## src/rtl/rv32m_muldiv_seq.sv

```systemverilog
// Iterative RV32M multiply/divide unit: radix-2 shift-add multiply and
// restoring divide on operand magnitudes, with a sign-fix cycle at the end.
//
// state | meaning
// ------+--------------------------------------------------------------
// IDLE  | ready for a new op; RESULT keeps the last value
// CALC  | XLEN iteration cycles, then one sign-fix cycle
// DONE  | RESULT valid and held until the consumer takes it
module rv32m_muldiv_seq #(
    parameter int unsigned XLEN      = 32,
    parameter bit          EARLY_OUT = 1'b1
) (
    input  logic            clk_i,
    input  logic            rst_n_i,
    input  logic            valid_in_i,
    output logic            ready_out_o,
    input  logic [XLEN-1:0] opa_i,
    input  logic [XLEN-1:0] opb_i,
    input  logic [2:0]      funct3_i,
    input  logic            flush_i,
    output logic            valid_out_o,
    input  logic            ready_in_i,
    output logic [XLEN-1:0] result_o,
    output logic            busy_o
);

    localparam int unsigned CW = $clog2(XLEN + 1);

    typedef enum logic [1:0] {
        S_IDLE = 2'd0,
        S_CALC = 2'd1,
        S_DONE = 2'd2
    } state_e;

    state_e            state_q, state_d;
    logic [CW-1:0]     cnt_q, cnt_d;
    logic [2*XLEN-1:0] acc_q, acc_d;
    logic [XLEN-1:0]   b_q, b_d;
    logic [2:0]        op_q, op_d;
    logic              neg_q, neg_d;
    logic              special_q, special_d;
    logic [XLEN-1:0]   spec_res_q, spec_res_d;
    logic [XLEN-1:0]   result_q, result_d;

    logic              a_signed, b_signed, sgn_a, sgn_b;
    logic              div_zero, div_ovf, special, neg_acc;
    logic [XLEN-1:0]   abs_a, abs_b, spec_res;
    logic [XLEN-1:0]   hi, lo;
    logic [XLEN:0]     mul_sum, div_shift, div_diff;
    logic [2*XLEN-1:0] mul_next, div_next, prod_s;
    logic [XLEN-1:0]   quo_s, rem_s, fix_res;

    // Which operands are treated as two's complement for the requested op.
    always_comb begin
        a_signed = 1'b0;
        b_signed = 1'b0;
        case (funct3_i)
            3'b000, 3'b001, 3'b100, 3'b110: begin
                a_signed = 1'b1;
                b_signed = 1'b1;
            end
            3'b010:  a_signed = 1'b1;
            default: ;
        endcase
    end

    assign sgn_a = a_signed & opa_i[XLEN-1];
    assign sgn_b = b_signed & opb_i[XLEN-1];
    assign abs_a = sgn_a ? -opa_i : opa_i;
    assign abs_b = sgn_b ? -opb_i : opb_i;

    // Remainder follows the dividend; products and quotients follow sA^sB.
    assign neg_acc  = (funct3_i[2] & funct3_i[1]) ? sgn_a : (sgn_a ^ sgn_b);

    assign div_zero = funct3_i[2] & (opb_i == '0);
    assign div_ovf  = funct3_i[2] & ~funct3_i[0]
                    & (opa_i == {1'b1, {(XLEN-1){1'b0}}}) & (opb_i == '1);
    assign special  = div_zero | div_ovf;
    assign spec_res = div_zero ? (funct3_i[1] ? opa_i : '1)
                               : (funct3_i[1] ? '0 : opa_i);

    // acc holds {product_hi, multiplier} for multiply and {remainder, quotient} for divide.
    assign hi        = acc_q[2*XLEN-1:XLEN];
    assign lo        = acc_q[XLEN-1:0];
    assign mul_sum   = {1'b0, hi} + (lo[0] ? {1'b0, b_q} : '0);
    assign mul_next  = {mul_sum, lo[XLEN-1:1]};
    assign div_shift = {hi, lo[XLEN-1]};
    assign div_diff  = div_shift - {1'b0, b_q};
    assign div_next  = div_diff[XLEN] ? {div_shift[XLEN-1:0], lo[XLEN-2:0], 1'b0}
                                      : {div_diff[XLEN-1:0],  lo[XLEN-2:0], 1'b1};

    assign prod_s = neg_q ? -acc_q : acc_q;
    assign quo_s  = neg_q ? -lo : lo;
    assign rem_s  = neg_q ? -hi : hi;

    // Final result selection on the sign-fix cycle.
    always_comb begin
        if (special_q)
            fix_res = spec_res_q;
        else if (op_q[2])
            fix_res = op_q[1] ? rem_s : quo_s;
        else if (op_q[1:0] == 2'b00)
            fix_res = prod_s[XLEN-1:0];
        else
            fix_res = prod_s[2*XLEN-1:XLEN];
    end

    // Next-state, datapath update and capture; flush overrides everything.
    always_comb begin
        state_d    = state_q;
        cnt_d      = cnt_q;
        acc_d      = acc_q;
        b_d        = b_q;
        op_d       = op_q;
        neg_d      = neg_q;
        special_d  = special_q;
        spec_res_d = spec_res_q;
        result_d   = result_q;
        if (flush_i) begin
            state_d = S_IDLE;
        end else begin
            case (state_q)
                S_IDLE: begin
                    if (valid_in_i) begin
                        op_d       = funct3_i;
                        neg_d      = neg_acc;
                        b_d        = abs_b;
                        acc_d      = {{XLEN{1'b0}}, abs_a};
                        cnt_d      = CW'(XLEN);
                        special_d  = special;
                        spec_res_d = spec_res;
                        if (EARLY_OUT && special) begin
                            result_d = spec_res;
                            state_d  = S_DONE;
                        end else begin
                            state_d  = S_CALC;
                        end
                    end
                end
                S_CALC: begin
                    if (cnt_q != '0) begin
                        acc_d = op_q[2] ? div_next : mul_next;
                        cnt_d = cnt_q - CW'(1);
                    end else begin
                        result_d = fix_res;
                        state_d  = S_DONE;
                    end
                end
                S_DONE: begin
                    if (ready_in_i)
                        state_d = S_IDLE;
                end
                default: state_d = S_IDLE;
            endcase
        end
    end

    // State and datapath registers.
    always_ff @(posedge clk_i or negedge rst_n_i) begin
        if (!rst_n_i) begin
            state_q    <= S_IDLE;
            cnt_q      <= '0;
            acc_q      <= '0;
            b_q        <= '0;
            op_q       <= '0;
            neg_q      <= 1'b0;
            special_q  <= 1'b0;
            spec_res_q <= '0;
            result_q   <= '0;
        end else begin
            state_q    <= state_d;
            cnt_q      <= cnt_d;
            acc_q      <= acc_d;
            b_q        <= b_d;
            op_q       <= op_d;
            neg_q      <= neg_d;
            special_q  <= special_d;
            spec_res_q <= spec_res_d;
            result_q   <= result_d;
        end
    end

    assign ready_out_o = (state_q == S_IDLE);
    assign valid_out_o = (state_q == S_DONE);
    assign busy_o      = (state_q != S_IDLE);
    assign result_o    = result_q;

endmodule

```

## config.mk

```make
export PLATFORM = sky130hd
export DESIGN_NAME = rv32m_muldiv_seq
export DESIGN_NICKNAME = d
export VERILOG_FILES = /design/src/rtl/rv32m_muldiv_seq.sv
export SDC_FILE = /design/constraint.sdc
export NUM_CORES = 1
export LEC_CHECK = 0
export ABC_CLOCK_PERIOD_IN_PS = 3450
export BUFFER_PORTS_ARGS = -buffer_cell sky130_fd_sc_hd__buf_2
export CORE_UTILIZATION = 30
export DETAILED_ROUTE_END_ITERATION = 10
export PLACE_DENSITY = 0.47
export SYNTH_ARGS = -nofsm -noshare
export SYNTH_HDL_FRONTEND = slang
export SYNTH_SLANG_ARGS = --single-unit
```

## constraint.sdc

```tcl
create_clock -name clk_i -period 3.45 [get_ports clk_i]
set_input_delay 0.5175 -clock clk_i [delete_from_list [all_inputs] [get_ports clk_i]]
set_output_delay 0.5175 -clock clk_i [all_outputs]
set_load 0.01 [all_outputs]
```

==> impl_metrics.env, run 1 <==
export IMPL_dr_pass1_iters=5
export IMPL_finalPower_mw=16.5
export IMPL_die_x_um=231
export IMPL_clock_sinks=173
export IMPL_synthMuxAreaShare_pct=3.93
export IMPL_synthAdderAreaFrac_pct=5.94
export IMPL_synth_top_flop_cell="dfrtp_1"
export IMPL_power_frac_clock_pct=12.3
export IMPL_gr_total_overflow=0
export IMPL_r2r_start="acc_q[0]"
export IMPL_wire_per_inst_um=21.8
export IMPL_routed_wl_mm=63.3
export IMPL_status="finished, final reports clean"
export IMPL_yosys_register_bits=173
export IMPL_fmax_ghz=0.301
export IMPL_dpl_worst_slack_ns=-0.0415
export IMPL_grt_util_met1_pct=34.4
export IMPL_fill_cells=5468
export IMPL_ys_seq_area_share_pct=27.4
export IMPL_setup_viol=0
export IMPL_worstPathMaxFanout=5
export IMPL_route_vias_total=16200
export IMPL_cts_tree="yes"
export IMPL_synth_compound_area_share_pct=26.8
export IMPL_switchingPower_mw=8.39
export IMPL_clock_skew_ns=0.0161
export IMPL_clkTransAtPathRegs_ns=0.07
export IMPL_hold_buffers=0
export IMPL_antenna_found_initial=0
export IMPL_dp_hpwl_mm=49.1
export IMPL_ir_drop_v=0.000592
export IMPL_cts_htree_levels=4
export IMPL_core_rowCount=83
export IMPL_dr_first_iter_drc_count=1389
export IMPL_p_seq_share_pct=19.7
export IMPL_synth_top_family_by_area="compound AO/OA/AOI/OAI gates"
export IMPL_worstMarginPinSlew_ns=0.901
export IMPL_grt_busiest_layer="met2"
export IMPL_cp_data_required_time_ns=3.80
export IMPL_drive_gt1_share_pct=17.0
export IMPL_setup_tns_ns=0
export IMPL_ctsLongestPathBuffers=2
export IMPL_final_util_pct=36.3
export IMPL_fin_crit_sh_pct=96.4
export IMPL_worstHoldPathType="in -> async"
export IMPL_syn_to_final_growth_pct=18.5
export IMPL_period_minus_slack_ns=3.33
export IMPL_drc_errors=0
export IMPL_crit_arrival_ns=3.68
export IMPL_synthCells=2051
export IMPL_grt_pass1_vias=15500
export IMPL_via_per_inst=5.56
export IMPL_p_int_mw=8.09
export IMPL_synth_edf_count=0
export IMPL_grt_pass1_wl_mm=96.9
export IMPL_relSlewSlack_pct=39.4
export IMPL_met3_usage_pct=2.63
export IMPL_yosysUniqueCellTypes=89
export IMPL_power_density_nw_per_um2=881
export IMPL_p_comb_share_pct=68.0
export IMPL_synth_xor_area_share_pct=11.6
export IMPL_max_cap_violations=0
export IMPL_fin_ws_ns=0.124
export IMPL_die_area_um2=53500
export IMPL_hold_violations=0
export IMPL_place_congestion=0.946
export IMPL_drtAntennaViolNets=0
export IMPL_cp_start_kind="flip-flop"
export IMPL_synthSimpleGateAreaFrac_pct=19.2
export IMPL_mappedNetlistArea_um2=15800
export IMPL_r2r_end="result_o[23]"
export IMPL_start_util_pct=30.6
export IMPL_finalMaxSlewViolations=0
export IMPL_n_antenna_cell=0
export IMPL_clock_latency_ns=0.48
export IMPL_port_buffers=106
export IMPL_regToRegSetupSlack_ns=0.12
export IMPL_end_kind="flip-flop"
export IMPL_core_um2=51600
export IMPL_die_y_um=231
export IMPL_met2_usage_pct=36.4
export IMPL_cts_root_buf="clkbuf_16"
export IMPL_r2r_cells=14
export IMPL_synth_nets=2196
export IMPL_ios=107
export IMPL_leakagePower_nw=8.33
export IMPL_final_nets=2357
export IMPL_synthArstFlopShare_pct=100
export IMPL_p_sw_share_pct=50.9
export IMPL_yosys_warnings=0
export IMPL_grt_usage_pct=23.7
export IMPL_grt_max_degree=93
export IMPL_syn_avg_cell_area_um2=7.70
export IMPL_cts_buffers=17
export IMPL_crit_type="reg -> reg"
==> how the worst max path moves through the flow <==
| stage | start | to | cells after the start |
|---|---|---|---|
| 4_1_cts | acc_q[0] | acc_q[57] | 15 |
| 3_3_place_gp | acc_q[0] | acc_q[63] | 14 |
| 3_5_place_dp | acc_q[0] | acc_q[63] | 14 |
| 5_1_grt | acc_q[33] | acc_q[58] | 11 |
| 6_report | acc_q[0] | result_o[23] | 14 |
| 2_1_floorplan | acc_q[0] | acc_q[61] | 14 |
==> power by group through the flow <==
| stage | combinational (mW) | sequential, mW | clock, mW |
|---|---|---|---|
| floorplan | 7.06 | 3.20 | 0 |
| global placement | 10.9 | 3.26 | 0 |
| detailed placement | 10.9 | 3.27 | 0 |
| CTS | 10.9 | 3.24 | 2.08 |
| global route | 12.2 | 3.34 | 2.14 |
| finish | 11.2 | 3.25 | 2.03 |
==> per-layer routing <==
layer,wire (um),up-vias
met2,28200,461
li1,-,7678
met3,2850,62
met4,1530,0
met1,30700,7951
met5,0,-
==> cell usage in the layout, fill, tap and decap left out, types with 9 or more instances in the layout <==
master / synthesis / final
a31oi_1: 13 / 13
clkbuf_16: 0 / 17
o41ai_1: 13 / 10
nand4_1: 20 / 20
a211oi_1: 12 / 9
or4_1: 10 / 10
o21ai_0: 279 / 276
nor4_1: 21 / 18
nand2_1: 272 / 271
ha_1: 71 / 71
o31ai_1: 28 / 27
a221oi_1: 10 / 9
o211ai_1: 24 / 24
a21o_1: 36 / 36
or3_1: 17 / 17
xnor2_1: 99 / 99
inv_1: 72 / 69
buf_4: 0 / 156
nor2b_1: 11 / 9
a22oi_1: 20 / 19
and2_1: 10 / 10
o221ai_1: 14 / 14
mux2i_1: 53 / 53
nand2b_1: 17 / 17
nor3_1: 40 / 40
nand3_1: 25 / 25
nor2_1: 150 / 149
buf_2: 15 / 105
xor2_1: 110 / 110
dfrtp_1: 173 / 171
a21oi_1: 160 / 158
o21a_1: 13 / 13
o21ai_1: 9 / 11
==> synthesized netlist by cell type (11+ instances only) <==
| library cell | n | area, um^2 |
|---|---|---|
| o21ai_0 | 279 | 1400 |
| nand2_1 | 272 | 1020 |
| dfrtp_1 | 173 | 4330 |
| a21oi_1 | 160 | 801 |
| nor2_1 | 150 | 563 |
| xor2_1 | 110 | 963 |
| xnor2_1 | 99 | 867 |
| clkbuf_1 | 98 | 368 |
| inv_1 | 72 | 270 |
| ha_1 | 71 | 888 |
| mux2i_1 | 53 | 531 |
| nor3_1 | 40 | 200 |
| a21o_1 | 36 | 270 |
| o31ai_1 | 28 | 210 |
| nand3_1 | 25 | 125 |
| o211ai_1 | 24 | 180 |
| nor4_1 | 21 | 131 |
| a22oi_1 | 20 | 150 |
| nand4_1 | 20 | 125 |
| nand2b_1 | 17 | 106 |
| or3_1 | 17 | 106 |
| buf_2 | 15 | 75.1 |
| o221ai_1 | 14 | 123 |
| a31oi_1 | 13 | 81.3 |
| buf_1 | 13 | 48.8 |
| o21a_1 | 13 | 97.6 |
| o41ai_1 | 13 | 114 |
| a211oi_1 | 12 | 90.1 |
| nor2b_1 | 11 | 68.8 |
==> layout make-up <==
type | instances | area [um^2] | area share, %
Sequential cell | 173 | 4330 | 23.1
Tap cell | 680 | 851 | 4.55
Clock inverter | 14 | 155 | 0.829
Multi-Input combinational cell | 1676 | 10800 | 57.6
Clock buffer | 18 | 429 | 2.29
Timing Repair Buffer | 272 | 1890 | 10.1
Inverter | 72 | 270 | 1.44
==> cells by family after synthesis <==
| family | Yosys count |
|---|---|
| AND/OR/NAND/NOR | 641 |
| AO/OA/AOI/OAI | 692 |
| buffers and inverters | 202 |
| flip-flops | 173 |
| adder cells (fa/ha/maj) | 74 |
| multiplexers | 60 |
| XOR/XNOR | 209 |
==> stage by stage <==
step	instances	cell area, um^2	hold slack [ns]
2_1_floorplan	2051	15800	0.222
3_3_place_gp	2873	18000	0.458
3_5_place_dp	2873	18000	0.465
4_1_cts	2905	18600	0.0924
5_1_grt	2905	18700	0.110
6_report	2905	18700	0.0684
==> repair_timing <==
action                     in CTS  in global routing
setup buffers                   0                  0
pin swaps                       0                  6
gates resized for setup         1                 33
setup endpoints to repair       2                 31
==> critical path, cell delays in order (launching register included) <==
cell and delay [ns]:
dfrtp_1 0.41, buf_4 0.16, or3_1 0.41, nor3_1 0.25
buf_4 0.20, nand3_2 0.15, buf_4 0.21, nand2_1 0.07
xor2_1 0.21, mux2i_1 0.10, a221oi_1 0.49, buf_4 0.24
o21ai_0 0.08, a21oi_1 0.15, o21ai_0 0.09
==> registers in the layout, indices dropped and copies added, names as in the netlist <==
| register | cells |
|---|---|
| acc_q | 64 |
| b_q | 32 |
| cnt_q | 6 |
| neg_q | 1 |
| op_q | 3 |
| result_o | 32 |
| spec_res_q | 32 |
| special_q | 1 |
| state_q | 2 |
(Power assumes the default switching activity.)
==> inputs of run 2 (changes only) <==
- ABC_AREA: unset -> 1
==> run 2 against run 1 <==
Effect of this change: sequential power increased by 29%; fmax increased by 4.9%; total power increased by 47%; global-route usage increased by 1.9 points; combinational power increased by 60%; final cell count increased by 47%; clock power increased by 3%.
==> impl_metrics.env, run 2 <==
export IMPL_status="finished, final reports clean"
export IMPL_synth_top_flop_cell="dfrtp_1"
export IMPL_syn_to_final_growth_pct=11.8
export IMPL_postCtsSetupBuffers=0
export IMPL_clock_latency_ns=0.51
export IMPL_core_rowCount=92
export IMPL_hold_buffers=1
export IMPL_ys_seq_area_share_pct=22.5
export IMPL_wire_per_inst_um=19.2
export IMPL_power_density_nw_per_um2=1130
export IMPL_drive_gt1_share_pct=8.24
export IMPL_max_cap_violations=0
export IMPL_relSlewSlack_pct=31.0
export IMPL_grt_setup_unrepaired="no"
export IMPL_clkTransAtPathRegs_ns=0.08
export IMPL_mappedNetlistArea_um2=19200
export IMPL_clock_sinks=173
export IMPL_cp_start_kind="flip-flop"
export IMPL_die_y_um=255
export IMPL_worstMarginPinSlew_ns=1.03
export IMPL_place_congestion=0.999
export IMPL_setup_tns_ns=0
export IMPL_yosys_register_bits=173
export IMPL_synth_nets=3497
export IMPL_ir_drop_v=0.000687
export IMPL_ctsLongestPathBuffers=2
export IMPL_final_util_pct=34.0
export IMPL_ios=107
export IMPL_worstHoldPathType="in -> reg"
export IMPL_drc_errors=0
export IMPL_fin_crit_sh_pct=91.9
export IMPL_core_um2=63200
export IMPL_cts_resized=0
export IMPL_dr_first_iter_drc_count=1970
export IMPL_final_nets=3568
export IMPL_yosys_top_cells_count="977 x nand2_1, 561 x nor2_1, 344 x inv_1, 299 x nand3_1, 223 x a21oi_1"
export IMPL_drtAntennaViolNets=0
export IMPL_grt_usage_pct=25.6
export IMPL_regMostFlops="acc_q"
export IMPL_crit_type="reg -> reg"
export IMPL_synth_edf_count=0
export IMPL_n_antenna_cell=0
export IMPL_synth_top_area_cell="dfrtp_1"
export IMPL_finalMaxSlewViolations=0
export IMPL_antenna_found_initial=1
export IMPL_cp_data_required_time_ns=3.90
export IMPL_grt_pass1_wl_mm=126
export IMPL_synthArstFlopShare_pct=100
export IMPL_period_minus_slack_ns=3.17
export IMPL_yosysUniqueCellTypes=59
export IMPL_setup_viol=0
export IMPL_port_buffers=106
export IMPL_yosys_warnings=0
export IMPL_routed_wl_mm=82.4
export IMPL_regToRegSetupSlack_ns=0.28
export IMPL_crit_arrival_ns=3.62
export IMPL_synth_top_area_share_pct=22.5
export IMPL_dp_hpwl_mm=65.2
export IMPL_start_util_pct=30.4
export IMPL_synthTopCellsByArea="dfrtp_1 23%, nand2_1 19%, nor2_1 11%"
export IMPL_route_vias_total=21900
export IMPL_fmax_ghz=0.315
export IMPL_yosysMostFrequentCell="nand2_1"
export IMPL_largest_reg_flops=64
export IMPL_end_kind="flip-flop"
export IMPL_cts_htree_levels=4
export IMPL_clock_skew_ns=0.0164
export IMPL_dr_pass1_iters=7
export IMPL_cts_tree="yes"
export IMPL_dpl_cell_count=4249
export IMPL_die_x_um=255
export IMPL_grt_pass1_vias=20300
export IMPL_worstPathMaxFanout=31
export IMPL_grt_max_degree=123
export IMPL_syn_avg_cell_area_um2=5.73
export IMPL_hold_violations=0
export IMPL_layout_common_cells="977 x nand2_1, 556 x nor2_1, 343 x inv_1"
export IMPL_leakagePower_nw=10.8
export IMPL_via_per_inst=5.11
export IMPL_final_cells=4282
export IMPL_gr_total_overflow=0
export IMPL_finalPower_mw=24.2
export IMPL_synthCells=3352
export IMPL_die_area_um2=65000
export IMPL_cts_buffers=17
export IMPL_cts_root_buf="clkbuf_16"
export IMPL_final_common_cell="nand2_1"
[run 2: cell type report]
cell class,instances,area [um^2]
flip-flops and latches,173,4330
clock inverters,13,153
clock buffers,19,433
multi-input cells,2686,12900
well taps,846,1060
inverters,362,1360
repair buffers,183,1230
fillers,7157,41700
[run 2: kinds of logic (layout without fill, tap and decap cells)]
| logic type | after synthesis | after routing | synth area share (%) |
|---|---|---|---|
| flip-flops | 173 | 173 | 22.5 |
| XOR/XNOR | 65 | 65 | 2.96 |
| AND/OR/NAND/NOR | 1987 | 1987 | 43.3 |
| buffers and inverters | 493 | 577 | 10.4 |
| adder cells (fa/ha/maj) | 73 | 73 | 4.83 |
| AO/OA/AOI/OAI | 561 | 561 | 15.9 |
[run 2: worst max-delay path, stage by stage (launching register included)]
cell and delay (ns):
dfrtp_1 0.45, inv_1 0.16, ha_1 0.29, fa_1 0.43, o21ai_2 0.30, nand2_1 0.10
nand2_2 0.10, nand2_1 0.08, nand2_2 0.10, nand2_1 0.09, nand2_1 0.13, nand2_4 0.11
nand2_8 0.22, buf_4 0.23, nand3_1 0.10, nand3_1 0.11, nand2_1 0.06, nand2_1 0.05
[run 2: path summary, 6_finish.rpt]
| path | from | endpoint | cells past startpoint |
|---|---|---|---|
| max in group asynchronous | rst_n_i | b_q[20] | 3 |
| hold reg to reg | result_o[21] | result_o[21] | 2 |
| min in group asynchronous | rst_n_i | acc_q[23] | 2 |
| setup reg to reg | acc_q[31] | acc_q[63] | 17 |
| setup / recovery | acc_q[31] | acc_q[63] | 17 |
| hold / removal | funct3_i[0] | op_q[0] | 3 |
[run 2: layer usage]
layer / vias to the layer above / GRT usage [%] / wire length [um]
met5: - / 0 / 0
met4: 0 / 6.02 / 1410
met3: 66 / 3.34 / 4320
met2: 596 / 38.9 / 35700
met1: 10200 / 37.9 / 41000
li1: 11000 / - / -
[run 2: per-stage QoR]
step | setup slack, ns | hold slack, ns | area, um^2
2_1_floorplan | 0.798 | 0.222 | 19200
3_3_place_gp | 0.378 | 0.503 | 20900
3_5_place_dp | 0.311 | 0.497 | 20900
4_1_cts | 0.325 | 0.257 | 21500
5_1_grt | 0.125 | 0.320 | 21500
6_report | 0.279 | 0.298 | 21500
[run 2: power breakdown]
part / switching, mW / total (mW) / internal [mW]
registers: 1.17 / 4.20 / 3.03
logic: 12.3 / 17.9 / 5.57
clock network: 1.00 / 2.09 / 1.08
total: 14.5 / 24.2 / 9.68
